[src/rtl/idex_hazard_ctrl_if.sv]
// -----------------------------------------------------------------------------
// idex_hazard_ctrl_if
//   Bundles the signals between the pipeline datapath and the hazard/stall
//   controller.
//   master : pipeline side. Drives the hit/decode/hazard status and receives
//            the latch enables, flushes and status outputs.
//   slave  : controller side (idex_hazard_ctrl).
//   Status into the controller : ihit, dhit, idex_memread, idex_wsel, ifid_rs,
//                                ifid_rt, ifid_uses_rt, ex_pcsrc,
//                                exmem_memreq, memwb_halt
//   Control out of the controller: pc_en, ifid_en, ifid_flush, idex_en,
//                                idex_flush, exmem_en, memwb_en, dmem_mask,
//                                dcapture, halt_o, stall_cnt, flush_cnt
// -----------------------------------------------------------------------------
interface idex_hazard_ctrl_if #(
   parameter int CNT_W = 32
);
   logic             ihit;
   logic             dhit;
   logic             idex_memread;
   logic [4:0]       idex_wsel;
   logic [4:0]       ifid_rs;
   logic [4:0]       ifid_rt;
   logic             ifid_uses_rt;
   logic             ex_pcsrc;
   logic             exmem_memreq;
   logic             memwb_halt;

   logic             pc_en;
   logic             ifid_en;
   logic             ifid_flush;
   logic             idex_en;
   logic             idex_flush;
   logic             exmem_en;
   logic             memwb_en;
   logic             dmem_mask;
   logic             dcapture;
   logic             halt_o;
   logic [CNT_W-1:0] stall_cnt;
   logic [CNT_W-1:0] flush_cnt;

   modport master (
      output ihit, dhit, idex_memread, idex_wsel, ifid_rs, ifid_rt,
             ifid_uses_rt, ex_pcsrc, exmem_memreq, memwb_halt,
      input  pc_en, ifid_en, ifid_flush, idex_en, idex_flush, exmem_en,
             memwb_en, dmem_mask, dcapture, halt_o, stall_cnt, flush_cnt
   );

   modport slave (
      input  ihit, dhit, idex_memread, idex_wsel, ifid_rs, ifid_rt,
             ifid_uses_rt, ex_pcsrc, exmem_memreq, memwb_halt,
      output pc_en, ifid_en, ifid_flush, idex_en, idex_flush, exmem_en,
             memwb_en, dmem_mask, dcapture, halt_o, stall_cnt, flush_cnt
   );
endinterface

[src/rtl/idex_hazard_ctrl.sv]
// -----------------------------------------------------------------------------
// idex_hazard_ctrl
//   Pipeline hazard/stall controller. Sole driver of the IF/ID, ID/EX, EX/MEM
//   and MEM/WB latch enables/flushes and of the PC enable. Resolves halt,
//   data-cache wait, taken branch/jump squash and load-use stalls (in that
//   priority), and keeps saturating stall and flush counters.
//   Ports:
//     CLK  : clock, all state updates on the rising edge
//     RST  : synchronous reset, active-high
//     bus  : idex_hazard_ctrl_if.slave (status in, latch control/counters out)
//   Parameters:
//     LU_STALL : bubbles inserted per load-use hazard (1..7)
//     CNT_W    : width of stall_cnt / flush_cnt
//   Control outputs are Mealy (state + current inputs); state and counters
//   are registered.
// -----------------------------------------------------------------------------
module idex_hazard_ctrl #(
   parameter int LU_STALL = 1,
   parameter int CNT_W    = 32
) (
   input  logic                CLK,
   input  logic                RST,
   idex_hazard_ctrl_if.slave   bus
);

   typedef enum logic [2:0] {
      RUN    = 3'd0,
      LDUSE  = 3'd1,
      DWAIT  = 3'd2,
      DDONE  = 3'd3,
      HALTED = 3'd4
   } state_t;

   state_t           state_q, state_d;
   logic [2:0]       lu_q, lu_d;
   logic [CNT_W-1:0] stall_q, flush_q;

   logic mem_ok, adv, lu_hazard, halting, flush_inc, stall_inc;
   logic pc_en, ifid_en, ifid_flush, idex_en, idex_flush;
   logic exmem_en, memwb_en, dmem_mask, dcapture, halt_o;

   function automatic logic [CNT_W-1:0] sat_inc(input logic [CNT_W-1:0] v);
      return (&v) ? v : v + CNT_W'(1);
   endfunction

   always_comb begin
      pc_en      = 1'b0;
      ifid_en    = 1'b0;
      ifid_flush = 1'b0;
      idex_en    = 1'b0;
      idex_flush = 1'b0;
      exmem_en   = 1'b0;
      memwb_en   = 1'b0;
      dmem_mask  = 1'b0;
      dcapture   = 1'b0;
      halt_o     = 1'b0;
      halting    = 1'b0;
      flush_inc  = 1'b0;
      state_d    = state_q;
      lu_d       = lu_q;

      // Once DDONE, the dcache access is already complete; only ihit gates.
      mem_ok = !bus.exmem_memreq || bus.dhit || (state_q == DDONE);
      adv    = bus.ihit && mem_ok;

      // r0 is hardwired zero, so a load targeting it never creates a hazard.
      lu_hazard = bus.idex_memread && (bus.idex_wsel != 5'd0) &&
                  ((bus.idex_wsel == bus.ifid_rs) ||
                   (bus.ifid_uses_rt && (bus.idex_wsel == bus.ifid_rt)));

      if (RST) begin
         ifid_flush = 1'b1;
         idex_flush = 1'b1;
         state_d    = RUN;
         lu_d       = 3'd0;
      end else if ((state_q == HALTED) || bus.memwb_halt) begin
         halting = 1'b1;
         halt_o  = 1'b1;
         state_d = HALTED;
      end else if ((state_q != DDONE) && bus.exmem_memreq && !bus.dhit) begin
         state_d = DWAIT;
      end else if ((state_q != DDONE) && bus.exmem_memreq && !bus.ihit) begin
         // Access finished but the front end is still waiting on the icache:
         // capture the load data now and mask further dcache requests.
         dcapture = 1'b1;
         state_d  = DDONE;
      end else if (!adv) begin
         dmem_mask = (state_q == DDONE);
      end else begin
         dmem_mask = (state_q == DDONE);
         exmem_en  = 1'b1;
         memwb_en  = 1'b1;
         if (bus.ex_pcsrc) begin
            pc_en      = 1'b1;
            ifid_flush = 1'b1;
            idex_flush = 1'b1;
            flush_inc  = 1'b1;
            lu_d       = 3'd0;
            state_d    = RUN;
         end else if (lu_q != 3'd0) begin
            // Remaining bubbles of a multi-cycle load-use stall; a dcache
            // wait in between keeps lu_q so the count resumes afterwards.
            idex_flush = 1'b1;
            lu_d       = lu_q - 3'd1;
            state_d    = (lu_q == 3'd1) ? RUN : LDUSE;
         end else if (lu_hazard) begin
            idex_flush = 1'b1;
            if (LU_STALL > 1) begin
               lu_d    = 3'(LU_STALL - 1);
               state_d = LDUSE;
            end else begin
               state_d = RUN;
            end
         end else begin
            pc_en   = 1'b1;
            ifid_en = 1'b1;
            idex_en = 1'b1;
            state_d = RUN;
         end
      end

      stall_inc = !RST && !halting && !pc_en;
   end

   always_ff @(posedge CLK) begin
      if (RST) begin
         state_q <= RUN;
         lu_q    <= 3'd0;
         stall_q <= '0;
         flush_q <= '0;
      end else begin
         state_q <= state_d;
         lu_q    <= lu_d;
         if (stall_inc) stall_q <= sat_inc(stall_q);
         if (flush_inc) flush_q <= sat_inc(flush_q);
      end
   end

   assign bus.pc_en      = pc_en;
   assign bus.ifid_en    = ifid_en;
   assign bus.ifid_flush = ifid_flush;
   assign bus.idex_en    = idex_en;
   assign bus.idex_flush = idex_flush;
   assign bus.exmem_en   = exmem_en;
   assign bus.memwb_en   = memwb_en;
   assign bus.dmem_mask  = dmem_mask;
   assign bus.dcapture   = dcapture;
   assign bus.halt_o     = halt_o;
   assign bus.stall_cnt  = stall_q;
   assign bus.flush_cnt  = flush_q;

endmodule

[src/flat_wrapper.sv]
// flat-port wrapper written by rule: the top's interface ports become plain ports
module idex_hazard_ctrl_flat 
#(
   parameter int LU_STALL = 1,
   parameter int CNT_W    = 32
)
  (CLK, RST, bus_ihit, bus_dhit, bus_idex_memread, bus_idex_wsel, bus_ifid_rs, bus_ifid_rt, bus_ifid_uses_rt, bus_ex_pcsrc, bus_exmem_memreq, bus_memwb_halt, bus_pc_en, bus_ifid_en, bus_ifid_flush, bus_idex_en, bus_idex_flush, bus_exmem_en, bus_memwb_en, bus_dmem_mask, bus_dcapture, bus_halt_o, bus_stall_cnt, bus_flush_cnt);
  idex_hazard_ctrl_if #(.CNT_W(CNT_W)) bus_i ();
  input  logic CLK;
  input  logic RST;
  input wire logic [$bits(bus_i.ihit)-1:0] bus_ihit;
  input wire logic [$bits(bus_i.dhit)-1:0] bus_dhit;
  input wire logic [$bits(bus_i.idex_memread)-1:0] bus_idex_memread;
  input wire logic [$bits(bus_i.idex_wsel)-1:0] bus_idex_wsel;
  input wire logic [$bits(bus_i.ifid_rs)-1:0] bus_ifid_rs;
  input wire logic [$bits(bus_i.ifid_rt)-1:0] bus_ifid_rt;
  input wire logic [$bits(bus_i.ifid_uses_rt)-1:0] bus_ifid_uses_rt;
  input wire logic [$bits(bus_i.ex_pcsrc)-1:0] bus_ex_pcsrc;
  input wire logic [$bits(bus_i.exmem_memreq)-1:0] bus_exmem_memreq;
  input wire logic [$bits(bus_i.memwb_halt)-1:0] bus_memwb_halt;
  output wire logic [$bits(bus_i.pc_en)-1:0] bus_pc_en;
  output wire logic [$bits(bus_i.ifid_en)-1:0] bus_ifid_en;
  output wire logic [$bits(bus_i.ifid_flush)-1:0] bus_ifid_flush;
  output wire logic [$bits(bus_i.idex_en)-1:0] bus_idex_en;
  output wire logic [$bits(bus_i.idex_flush)-1:0] bus_idex_flush;
  output wire logic [$bits(bus_i.exmem_en)-1:0] bus_exmem_en;
  output wire logic [$bits(bus_i.memwb_en)-1:0] bus_memwb_en;
  output wire logic [$bits(bus_i.dmem_mask)-1:0] bus_dmem_mask;
  output wire logic [$bits(bus_i.dcapture)-1:0] bus_dcapture;
  output wire logic [$bits(bus_i.halt_o)-1:0] bus_halt_o;
  output wire logic [$bits(bus_i.stall_cnt)-1:0] bus_stall_cnt;
  output wire logic [$bits(bus_i.flush_cnt)-1:0] bus_flush_cnt;
  assign bus_i.ihit = bus_ihit;
  assign bus_i.dhit = bus_dhit;
  assign bus_i.idex_memread = bus_idex_memread;
  assign bus_i.idex_wsel = bus_idex_wsel;
  assign bus_i.ifid_rs = bus_ifid_rs;
  assign bus_i.ifid_rt = bus_ifid_rt;
  assign bus_i.ifid_uses_rt = bus_ifid_uses_rt;
  assign bus_i.ex_pcsrc = bus_ex_pcsrc;
  assign bus_i.exmem_memreq = bus_exmem_memreq;
  assign bus_i.memwb_halt = bus_memwb_halt;
  assign bus_pc_en = bus_i.pc_en;
  assign bus_ifid_en = bus_i.ifid_en;
  assign bus_ifid_flush = bus_i.ifid_flush;
  assign bus_idex_en = bus_i.idex_en;
  assign bus_idex_flush = bus_i.idex_flush;
  assign bus_exmem_en = bus_i.exmem_en;
  assign bus_memwb_en = bus_i.memwb_en;
  assign bus_dmem_mask = bus_i.dmem_mask;
  assign bus_dcapture = bus_i.dcapture;
  assign bus_halt_o = bus_i.halt_o;
  assign bus_stall_cnt = bus_i.stall_cnt;
  assign bus_flush_cnt = bus_i.flush_cnt;
  idex_hazard_ctrl #(.LU_STALL(LU_STALL), .CNT_W(CNT_W)) u_core (.CLK(CLK), .RST(RST), .bus(bus_i));
endmodule
[config.mk]
export PLATFORM = sky130hd
export DESIGN_NAME = idex_hazard_ctrl_flat
export DESIGN_NICKNAME = d
export VERILOG_FILES = /design/src/rtl/idex_hazard_ctrl_if.sv /design/src/rtl/idex_hazard_ctrl.sv /design/src/flat_wrapper.sv
export SDC_FILE = /design/constraint.sdc
export NUM_CORES = 1
export LEC_CHECK = 0
export BUFFER_PORTS_ARGS = -buffer_cell sky130_fd_sc_hd__buf_2
export CORE_MARGIN = 2
export CORE_UTILIZATION = 36
export DETAILED_ROUTE_END_ITERATION = 8
export HOLD_SLACK_MARGIN = 0.12
export PLACE_DENSITY_LB_ADDON = 0.2
export SLEW_MARGIN = 20
export SYNTH_ARGS = -nofsm -noshare
export SYNTH_HDL_FRONTEND = slang
export SYNTH_SLANG_ARGS = --single-unit
export TNS_END_PERCENT = 10
[constraint.sdc]
create_clock -name CLK -period 2.6 [get_ports CLK]
set_clock_uncertainty 0.2 [all_clocks]
set_input_delay 0.13 -clock CLK [delete_from_list [all_inputs] [get_ports CLK]]
set_output_delay 0.13 -clock CLK [all_outputs]
set_load 0.02 [all_outputs]
==> results of run 1 <==
## layout by cell type (no fill, tap or decap), drive strengths merged, types with 6 or more instances in the layout
cell type    netlist  layout
a21oi             29      29
and3               6       6
buf                9     135
clkbuf            18      12
dfxtp             70      70
dlygate4sd3        0       8
inv               14      14
nand2             30      30
nand3             26      26
nand4             13      13
nor2              59      59
nor2b              7       7
nor3              23      23
nor4              18      18
o21ai             12      12
o31ai             16      16
o41ai              7       7
or3               12      12
or4               19      19
xnor2             27      27
xor2              10      10
## registers in the layout, summed over array words and instances (netlist names)
signal                flops
u_core.lu_q               3
u_core.bus.flush_cnt     32
u_core.bus.stall_cnt     32
u_core.state_q            3
## report_power, final
part | internal [W] | total [W] | switching (W)
sequential | 0.00107 | 0.00108 | 0.00000366
combinational | 0.0000605 | 0.000152 | 0.0000911
clock | 0.000392 | 0.000794 | 0.000402
total | 0.00153 | 0.00202 | 0.000496
## per-stage QoR
stage               TNS [ns]  std cells
finish                     0        735
global route        -0.01998        735
CTS                        0        735
detailed placement         0        712
global placement           0        712
floorplan                  0        468
## cell type report
cell class / count / area share [%]
clock buffer: 12 / 3.169
clock inverter: 3 / 0.4089
inverter: 14 / 1.073
multi-input combinational: 357 / 45.21
sequential: 70 / 28.78
tap: 136 / 3.476
timing repair buffer: 143 / 17.89
## logic make-up after synthesis
| kind of cell | count (synthesis) | synth area share (%) |
|---|---|---|
| AND/OR/NAND/NOR | 232 | 32.53 |
| AO/OA/AOI/OAI | 76 | 12.91 |
| flip-flops | 70 | 37.37 |
| buffers and inverters | 41 | 4.838 |
| XOR/XNOR | 37 | 8.642 |
| multiplexers | 7 | 2.035 |
| adder cells (fa/ha/maj) | 5 | 1.668 |
## how the worst max path moves through the flow
stage / end / cells past startpoint
final: u_core.bus.stall_cnt[26] / 8
after detailed placement: u_core.bus.stall_cnt[28] / 6
after global placement: u_core.bus.stall_cnt[28] / 6
after floorplan: u_core.bus.stall_cnt[28] / 7
after CTS: u_core.bus.stall_cnt[28] / 6
after global routing: u_core.bus.stall_cnt[23] / 8
## what timing repair did
action / 4_1_cts / 5_1_grt
hold buffers: 8 / 0
hold endpoints to repair: 6 / 0
resized for setup: 0 / 10
endpoints found under the setup margin: 0 / 20
## per-layer routing
| layer | vias up | global-route usage, % | routed length [um] |
|---|---|---|---|
| met5 | - | 0 | 0 |
| met4 | 0 | 4.605 | 90 |
| met3 | 8 | 4.844 | 347 |
| met2 | 62 | 30.83 | 4761 |
| met1 | 1796 | 23.07 | 4678 |
| li1 | 1966 | - | - |
## worst register-to-register path, stage by stage, from the launching register on
cell and delay (ns):
dfxtp_4 0.36, ha_1 0.17, nand3_1 0.11, or4_4 0.56, or3_4 0.42, nor3b_1 0.23, mux2_2 0.35
==> metrics.md, run 1 <==
| Metric | Value |
|---|---|
| GRT overflow | 0 |
| CP peak stage delay | 0.54 ns |
| Slew Limit Fails | 0 |
| Final worst slack | between 0.03 and 0.04 ns |
| Number of I/O port buffers | 97 |
| DIE AREA | 11,250 um^2 |
| Via count | 3,832 |
| Clk sinks | 70 |
| CP dominant cell by count | or3_1 |
| Clock transition at the registers of the reported paths | around 0.080 ns |
| Mapped Avg Cell Area | 8.012 um^2 |
| Sequential cell area | around 1400 um^2 |
| Crit path launch | bus_memwb_halt |
| CP required | about 2.7 ns |
| Fmax | 390.5 MHz |
| H-tree depth | 3 |
| Max cap viols | 0 |
| DRC violations left | 0 |
| CP arrival | 2.62 ns |
| Final Hold Slack | 0.2826 ns |
| Flop-to-flop setup slack | 0.10 ns |
| Worst Setup End Kind | flop |
| Starting Density | 36.65% |
| Clock tree buffer depth | 2 |
| Crit path cell chain | dlygate4sd3_1, buf_2, or3_1, or3_1, o22a_2, buf_12, or4_1, a21oi_1 |
| Worst Tran Pin Value | about 0.77 ns |
| R2R Path End | u_core.bus.stall_cnt[28] |
| Worst VDD drop | 0.0002682 V |
| Vias per cell | ~5.2 |
| Mapped Area | between 3000 and 4000 um^2 |
| Unrepaired setup endpoints after global routing | yes |
| Post-layout util | between 40 and 50% |
| Power per cell area | around 410 nW/um^2 |
| Design area | about 5000 um^2 |
| CP top delay family | simple AND/OR/NAND/NOR gates |
| Final setup fails | 0 |
| Maximum fanout along the worst path | 38 |
| Multi-input gate area | roughly 2200 um^2 |
| Yosys warnings | 0 |
| Most frequent cell after synthesis | dfxtp_1 |
| Die width | 106.1 um |
| WP buf/inv | 3 |
| Worst skew pair latency | 0.34 ns |
| Nets | 624 |
| CTS tree | yes |
| Synth-to-layout area growth | 30.56% |
| Initial antenna violation count | 0 |
| Synth cell types | 43 |
| Outcome | completed |
| Vias in the first global route | 3,545 |
| Max-slew headroom | 48.53% |
| Top-Level Pins | 98 |
| Clock root buffer | clkbuf_8 |
| Worst R2R Path Depth | 6 |
| Worst hold start | RST |
| CTS Buf Count | 9 |
| Synth top area cells | dfxtp_1, xnor2_1, nor2_1, a21oi_1, or4_1 |
| Slowest CP cell | dlygate4sd3_1 |
| Overall routed net length | 9878 um |
| Worst hold path cell count | 3 |
| Die Ht | 106.1 um |
| Hold Path Class | in -> reg |
| Layout cell share with drive strength beyond 1 | 28.21% |
| Mapped Cells | 468 |
| CORE AREA | 10,230 um^2 |
| Sequential area share after synthesis | between 30% and 40% |
| Startpoint types | input pin |
| Largest net degree at the start of global routing | 71 |
| Antenna diode count | 0 |
| Post-synth top flop | dfxtp_1 |
| Rows | 37 |
| Post-synth top cells | dfxtp_1, nor2_1, nand2_1 |
| Mapped Nets | 497 |
| Post-synthesis register bit count | 70 |
| Hold Path End | u_core.bus.flush_cnt[23] |
| Synth area leader | dfxtp_1 |
| Total track usage | 18.22% |
| Post-synth EDFFs | 0 |
| Drt wl/cell | 13.44 um |
| Power, Total | a little over 0.002 W |
| Placed instance area | roughly 4600 um^2 |
| Worst R2R Start | u_core.bus.stall_cnt[1] |
| Pleak | 1.883 nW |
| Final HPWL DP | 7052 um |
| Crit path kind | in -> reg |
| First DRT Iteration DRCs | approximately 100 |
| Antenna-violating nets left | 0 |
| Post-synth top area share | 37.37% |
| Fill cell count | 1,052 |
| Pre-CTS setup slack | ~0.021 ns |
| Final hold viol count | 0 |
| GPL Wtd Cong | 0.8328 |
| Tcrit/Tclk final | just under 100% |
| Postcts setup bufs | 0 |
| Post-synth ARST share | 0% |
| First-pass DRT Iterations | 4 |
| Post-layout minimum cycle time | 2.561 ns |
| First-pass GRT wire length | 16,790 um |
Power figures use the tool's default switching activity.
==> run 2: changes to the inputs <==
Settings changed: ABC_CLOCK_PERIOD_IN_PS set to 2600, RECOVER_POWER set to 25.
==> run 2 against run 1 <==
Compared with the run above:
- global-route usage stayed put
- largest cell class unchanged
- register-to-register slack about the same
- largest power group unchanged
- critical endpoint unchanged
- via count shrank 0.16%
- core utilization down 0.40 points
- wire length down 0.13%
- cell count unchanged
==> metrics.md, run 2 (synthesis gave the netlist of run 1 again) <==
| Metric | Value |
|---|---|
| Total track usage | 18.22% (unchanged) |
| NetSw | 0.0004950 W (-0.27%) |
| Clk sinks | 70 (unchanged) |
| Worst Setup End Kind | flop |
| Most common cell after layout, fill and taps aside | dfxtp_1 |
| Power per cell area | 416.6 nW/um^2 (+0.78%) |
| DRC violations left | 0 (unchanged) |
| Outcome | completed |
| Pre-CTS setup slack | 0.02123 ns (unchanged) |
| Nets | 624 (unchanged) |
| Initial antenna violation count | 0 (unchanged) |
| Fin Setup TNS | 0 ns (unchanged) |
| Clock root buffer | clkbuf_8 |
| Layout cell share with drive strength beyond 1 | 22.70% (-5.5 points) |
| Postcts setup bufs | 0 (unchanged) |
| Fmax | 390.2 MHz (about the same) |
| Worst VDD drop | 0.0002683 V (about the same) |
| Final setup fails | 0 (unchanged) |
| CTS tree | yes |
| Crit path kind | in -> reg |
| Via count | 3,826 (-0.16%) |
| CORE AREA | 10,230 um^2 (unchanged) |
| Sequential Power Share | 53.3% (about the same) |
| Post-layout minimum cycle time | 2.563 ns (+0.002444 ns) |
| Antenna-violating nets left | 0 (unchanged) |
| Net Sw Frac | 24.48% (-0.049 points) |
| Clock tree buffer depth | 2 (unchanged) |
| First-pass GRT wire length | 16,790 um (unchanged) |
| Vias per cell | 5.205 (-0.16%) |
| Slew Limit Fails | 0 (unchanged) |
| Synth-to-layout area growth | 29.46% |
| Die width | 106.1 um (unchanged) |
| CTS Buf Count | 9 (unchanged) |
| DIE AREA | 11,250 um^2 (unchanged) |
| Final worst slack | 0.03704 ns (-0.002444 ns) |
| Die Ht | 106.1 um (unchanged) |
| Hold Path Class | in -> reg |
| Final HPWL DP | 7052 um (unchanged) |
| Drt wl/cell | 13.42 um (-0.13%) |
| Max-slew headroom | 48.51% (about the same) |
| Clock transition at the registers of the reported paths | 0.08 ns (about the same) |
| CP required | 2.66 ns (about the same) |
| DR WL met3 | 336 um (-3.2%) |
| Most frequent cells in the layout | dfxtp_1, buf_2, nor2_1 |
| Startpoint types | input pin |
| Worst Tran Pin Value | 0.7724 ns (+0.0003336 ns) |
| Rows | 37 (unchanged) |
| Maximum fanout along the worst path | 38 (unchanged) |
| Post-layout util | 47.45% (-0.40 points) |
| First DRT Iteration DRCs | 100 (-0.99%) |
| Fill cell count | 1,064 (+1.1%) |
| Largest net degree at the start of global routing | 71 (unchanged) |
| Max cap viols | 0 (unchanged) |
| Top-Level Pins | 98 (unchanged) |
| First-pass DRT Iterations | 4 (unchanged) |
| Clk pwr share | 39.2% (about the same) |
| M1 WL | 4683 um (+0.11%) |
| DR top layer | met4 |
| Final hold viol count | 0 (unchanged) |
| Pleak | 1.737 nW (-7.7%) |
| Starting Density | 36.65% (unchanged) |
| Comb pwr share | 7.5% (about the same) |
| GPL Wtd Cong | 0.8328 (unchanged) |
| GRT overflow | 0 (unchanged) |
| H-tree depth | 3 (unchanged) |
| Number of I/O port buffers | 97 (unchanged) |
| Tcrit/Tclk final | 98.58% (about the same) |
| Unrepaired setup endpoints after global routing | yes |
| Overall routed net length | 9865 um (-0.13%) |
| Met2 Wirelength | 4754 um (-0.15%) |
| Vias in the first global route | 3,545 (unchanged) |
| CP arrival | 2.62 ns (about the same) |
| Antenna diode count | 0 (unchanged) |
| Worst skew pair latency | 0.34 ns (about the same) |
| Internal | 0.001527 W (about the same) |
==> run 2: cell type report <==
class | count | area (um^2) | area share [%]
clock buffers | 12 | 155.1 | 3.196
clock inverters | 3 | 20.02 | 0.4124
inverters | 14 | 52.55 | 1.082
multi-input cells | 357 | 2213 | 45.59
flip-flops and latches | 70 | 1409 | 29.02
well taps | 136 | 170.2 | 3.505
repair buffers | 143 | 834.6 | 17.19
==> run 2: critical path: stages <==
cell           delay, ns
dlygate4sd3_1       0.54
buf_2               0.13
or3_1               0.37
or3_1               0.35
o22a_2              0.24
buf_12              0.17
or4_1               0.50
a21oi_1             0.17
==> run 2: path summary, 6_finish.rpt <==
kind                                 from                  endpoint  slack (ns)  depth (start not counted)
setup / recovery           bus_memwb_halt  u_core.bus.stall_cnt[26]        0.04                          8
hold / removal                        RST  u_core.bus.flush_cnt[23]        0.28                          3
setup reg to reg  u_core.bus.stall_cnt[1]  u_core.bus.stall_cnt[28]        0.10                          6
hold reg to reg            u_core.lu_q[1]            u_core.lu_q[1]        0.29                          2
==> run 2: power by group through the flow <==
stage          Sequential, W  Combinational (W)  Clock [W]
3_3_place_gp         0.00110           0.000141          0
3_5_place_dp         0.00110           0.000143          0
6_report             0.00108           0.000151   0.000792
5_1_grt              0.00108           0.000167   0.000880
4_1_cts              0.00108           0.000152   0.000833
2_1_floorplan        0.00111          0.0000805          0
==> run 2: per-layer routing <==
metal	track usage, %	up-vias
li1	-	1966
met1	23.07	1796
met2	30.83	56
met3	4.844	8
met4	4.605	0
met5	0	-
==> run 2: through the flow <==
stage               cell area (um^2)  power (W)  hold WS [ns]  instances
floorplan                       3757   0.001187       0.09228        468
global placement                4594   0.001244        0.2373        712
detailed placement              4594   0.001246        0.2409        712
CTS                             4850   0.002063        0.2580        735
global route                    4855   0.002126        0.3012        735
finish                          4855   0.002022        0.2839        735
==> run 2: what timing repair did <==
item | in CTS | in global routing
gates resized for setup | 0 | 10
hold buffers | 8 | 0
endpoints found under the setup margin | 0 | 20
hold endpoints to repair | 6 | 0
==> run 3: changes to the inputs <==
Settings changed: CORE_UTILIZATION 36 to 41.
==> run 3 against run 2 <==
Compared with the run above:
- combinational power barely moved
- core utilization rose by 7.7 points
- first-iteration DRC count rose by 96%
- flip-flop and latch count did not move
- non-clock buffer count fell by 2
- total power rose by 7.6%
- hold slack got worse by 0.025 ns
- sequential power barely moved
- highest routed layer unchanged
- global-route usage rose by 0.88 points
- largest power group unchanged
- clock-buffer cell count fell by 1
- register-to-register slack barely moved
- via count fell by 0.10%
==> metrics.md, run 3 (synthesis gave the netlist of run 1 again) <==
| Metric | Value |
|---|---|
| CTS tree | yes |
| Final HPWL DP | 6880 um (-2.4%) |
| Layout cell share with drive strength beyond 1 | 23.08% (+0.37 points) |
| Overall routed net length | 9635 um (-2.3%) |
| Antenna-violating nets left | 0 (unchanged) |
| Worst VDD drop | 0.0002579 V (-3.9%) |
| DIE AREA | 9927 um^2 (-12%) |
| NetSw | 0.0005189 W (+4.8%) |
| Die Ht | 99.64 um (-6.1%) |
| Maximum fanout along the worst path | 33 (-13%) |
| Hold Path Class | in -> reg |
| Post-layout minimum cycle time | 2.546 ns (-0.01716 ns) |
| Power per cell area | 448.6 nW/um^2 (+7.7%) |
| Worst Setup End Kind | flop |
| Antenna diode count | 0 (unchanged) |
| Final setup fails | 0 (unchanged) |
| CTS Buf Count | 9 (unchanged) |
| Final worst slack | 0.05420 ns (+0.01716 ns) |
| CP top delay family | simple AND/OR/NAND/NOR gates |
| Clock transition at the registers of the reported paths | 0.08 ns (about the same) |
| Clock root buffer | clkbuf_8 |
| Number of I/O port buffers | 97 (unchanged) |
| Synth-to-layout area growth | 29.40% (about the same) |
| Postcts setup bufs | 0 (unchanged) |
| Tcrit/Tclk final | 97.92% (-0.66 points) |
| CP required | 2.66 ns (about the same) |
| Sequential Power Share | 49.6% (-3.7 points) |
| Outcome | completed |
| Final hold viol count | 0 (unchanged) |
| Met1 global-route usage | 25.64% (+2.6 points) |
| Crit path cell chain | dlygate4sd3_1, buf_2, or3_1, or3_1, o22a_2, buf_12, or4_4, a21oi_2 |
| First-pass GRT wire length | 15,750 um (-6.2%) |
| Most common cell after layout, fill and taps aside | dfxtp_1 |
| Pleak | 1.751 nW (+0.81%) |
| First-pass DRT Iterations | 4 (unchanged) |
| First DRT Iteration DRCs | 196 (+96%) |
| Total track usage | 19.10% (+0.88 points) |
| Worst skew pair latency | 0.34 ns (about the same) |
| Starting Density | 42.58% (+5.9 points) |
| GRT busiest layer | met2 |
| Net Sw Frac | 23.84% (-0.64 points) |
| Comb pwr share | 6.9% (-0.6 points) |
| Top-Level Pins | 98 (unchanged) |
| Unrepaired setup endpoints after global routing | yes |
| Fill cell count | 836 (-21%) |
| Initial antenna violation count | 0 (unchanged) |
| Slowest CP cell | dlygate4sd3_1 |
| WP buf/inv | 3 (unchanged) |
| Largest net degree at the start of global routing | 71 (unchanged) |
| CP dominant cell by count | or3_1 |
| GRT overflow | 0 (unchanged) |
| Via count | 3,822 (-0.10%) |
| Die width | 99.64 um (-6.1%) |
| DRC violations left | 0 (unchanged) |
| Clk pwr share | 43.6% (+4.4 points) |
| Vias per cell | 5.414 (+4.0%) |
| CP peak stage delay | 0.54 ns (about the same) |
| Worst Tran Pin Value | 0.7494 ns (-0.02294 ns) |
| Sequential cell area | 1409 um^2 (unchanged) |
| Max-slew headroom | 50.04% (+1.5 points) |
| GPL Wtd Cong | 0.8226 (-1.2%) |
| Multi-input gate area | 2220 um^2 (+0.28%) |
| Pre-CTS setup slack | 0.02824 ns (+0.007006 ns) |
| Vias in the first global route | 3,418 (-3.6%) |
| Internal | 0.001658 W (+8.5%) |
| Nets | 622 (-0.32%) |
| Drt wl/cell | 13.65 um (+1.7%) |
| H-tree depth | 3 (unchanged) |
| Clk sinks | 70 (unchanged) |
| Fmax | 392.8 MHz (+0.67%) |
| Slew Limit Fails | 0 (unchanged) |
| Rows | 34 (-8.1%) |
| Most frequent cells in the layout | dfxtp_1, buf_2, nor2_1 |
| CP arrival | 2.61 ns (about the same) |
| Crit path kind | in -> reg |
| Routing usage on met2 | 31.34% (+0.51 points) |
| Grt met3 use | 3.725% (-1.1 points) |
| Clock tree buffer depth | 2 (unchanged) |
| Startpoint types | input pin |
| CORE AREA | 8806 um^2 (-14%) |
| Fin Setup TNS | 0 ns (unchanged) |
| Max cap viols | 0 (unchanged) |
run 3: final cells by class:
class	instances	share of cell area, %
inverter	14	1.083
multi-input combinational	357	45.75
clock inverter	5	1.109
tap	108	2.785
clock buffer	11	3.352
timing repair buffer	141	16.89
sequential	70	29.04
run 3: power by group through the flow:
| stage | registers (W) | clock network, W | logic, W |
|---|---|---|---|
| after floorplan | 0.00111 | 0 | 0.0000805 |
| after global placement | 0.00110 | 0 | 0.000137 |
| after detailed placement | 0.00110 | 0 | 0.000139 |
| after CTS | 0.00108 | 0.000975 | 0.000149 |
| after global routing | 0.00108 | 0.00103 | 0.000163 |
| final | 0.00108 | 0.000948 | 0.000149 |
run 3: per-stage QoR:
step	total power (W)	hold slack, ns	area (um^2)	utilization (%)	std cells
after floorplan	0.001187	0.09228	3757	-	468
after global placement	0.001241	0.2484	4544	51.61	682
after detailed placement	0.001244	0.2526	4544	51.61	682
after CTS	0.002203	0.2620	4841	54.97	706
after global routing	0.002269	0.2855	4852	55.10	706
final	0.002177	0.2589	4852	55.10	706
run 3: metal layers:
metal	up-vias	part of all wire (%)
met5	-	0
met4	0	0.42
met3	2	5.0
met2	89	45
met1	1779	50
li1	1952	-
run 3: worst register-to-register path: cells and delay by family, from the launching register on:
kind / cells / cell delay [ns]
buffers and inverters: 1 / 0.15
AND/OR/NAND/NOR: 4 / 1.39
adder cells (fa/ha/maj): 1 / 0.17
AO/OA/AOI/OAI: 1 / 0.14
flip-flops: 1 / 0.37
run 3: worst paths after layout:
kind | endpoint | depth (start not counted) | slack [ns] | from
setup / recovery | u_core.bus.stall_cnt[27] | 8 | 0.05 | bus_memwb_halt
hold / removal | u_core.lu_q[1] | 3 | 0.26 | RST
setup reg to reg | u_core.bus.stall_cnt[24] | 7 | 0.09 | u_core.bus.stall_cnt[0]
hold reg to reg | u_core.lu_q[1] | 2 | 0.29 | u_core.lu_q[1]
run 3: what timing repair did:
item	CTS	global route
endpoints found under the setup margin	0	24
endpoints found under the hold margin	6	0
resized for setup	0	12
hold buffers	8	0
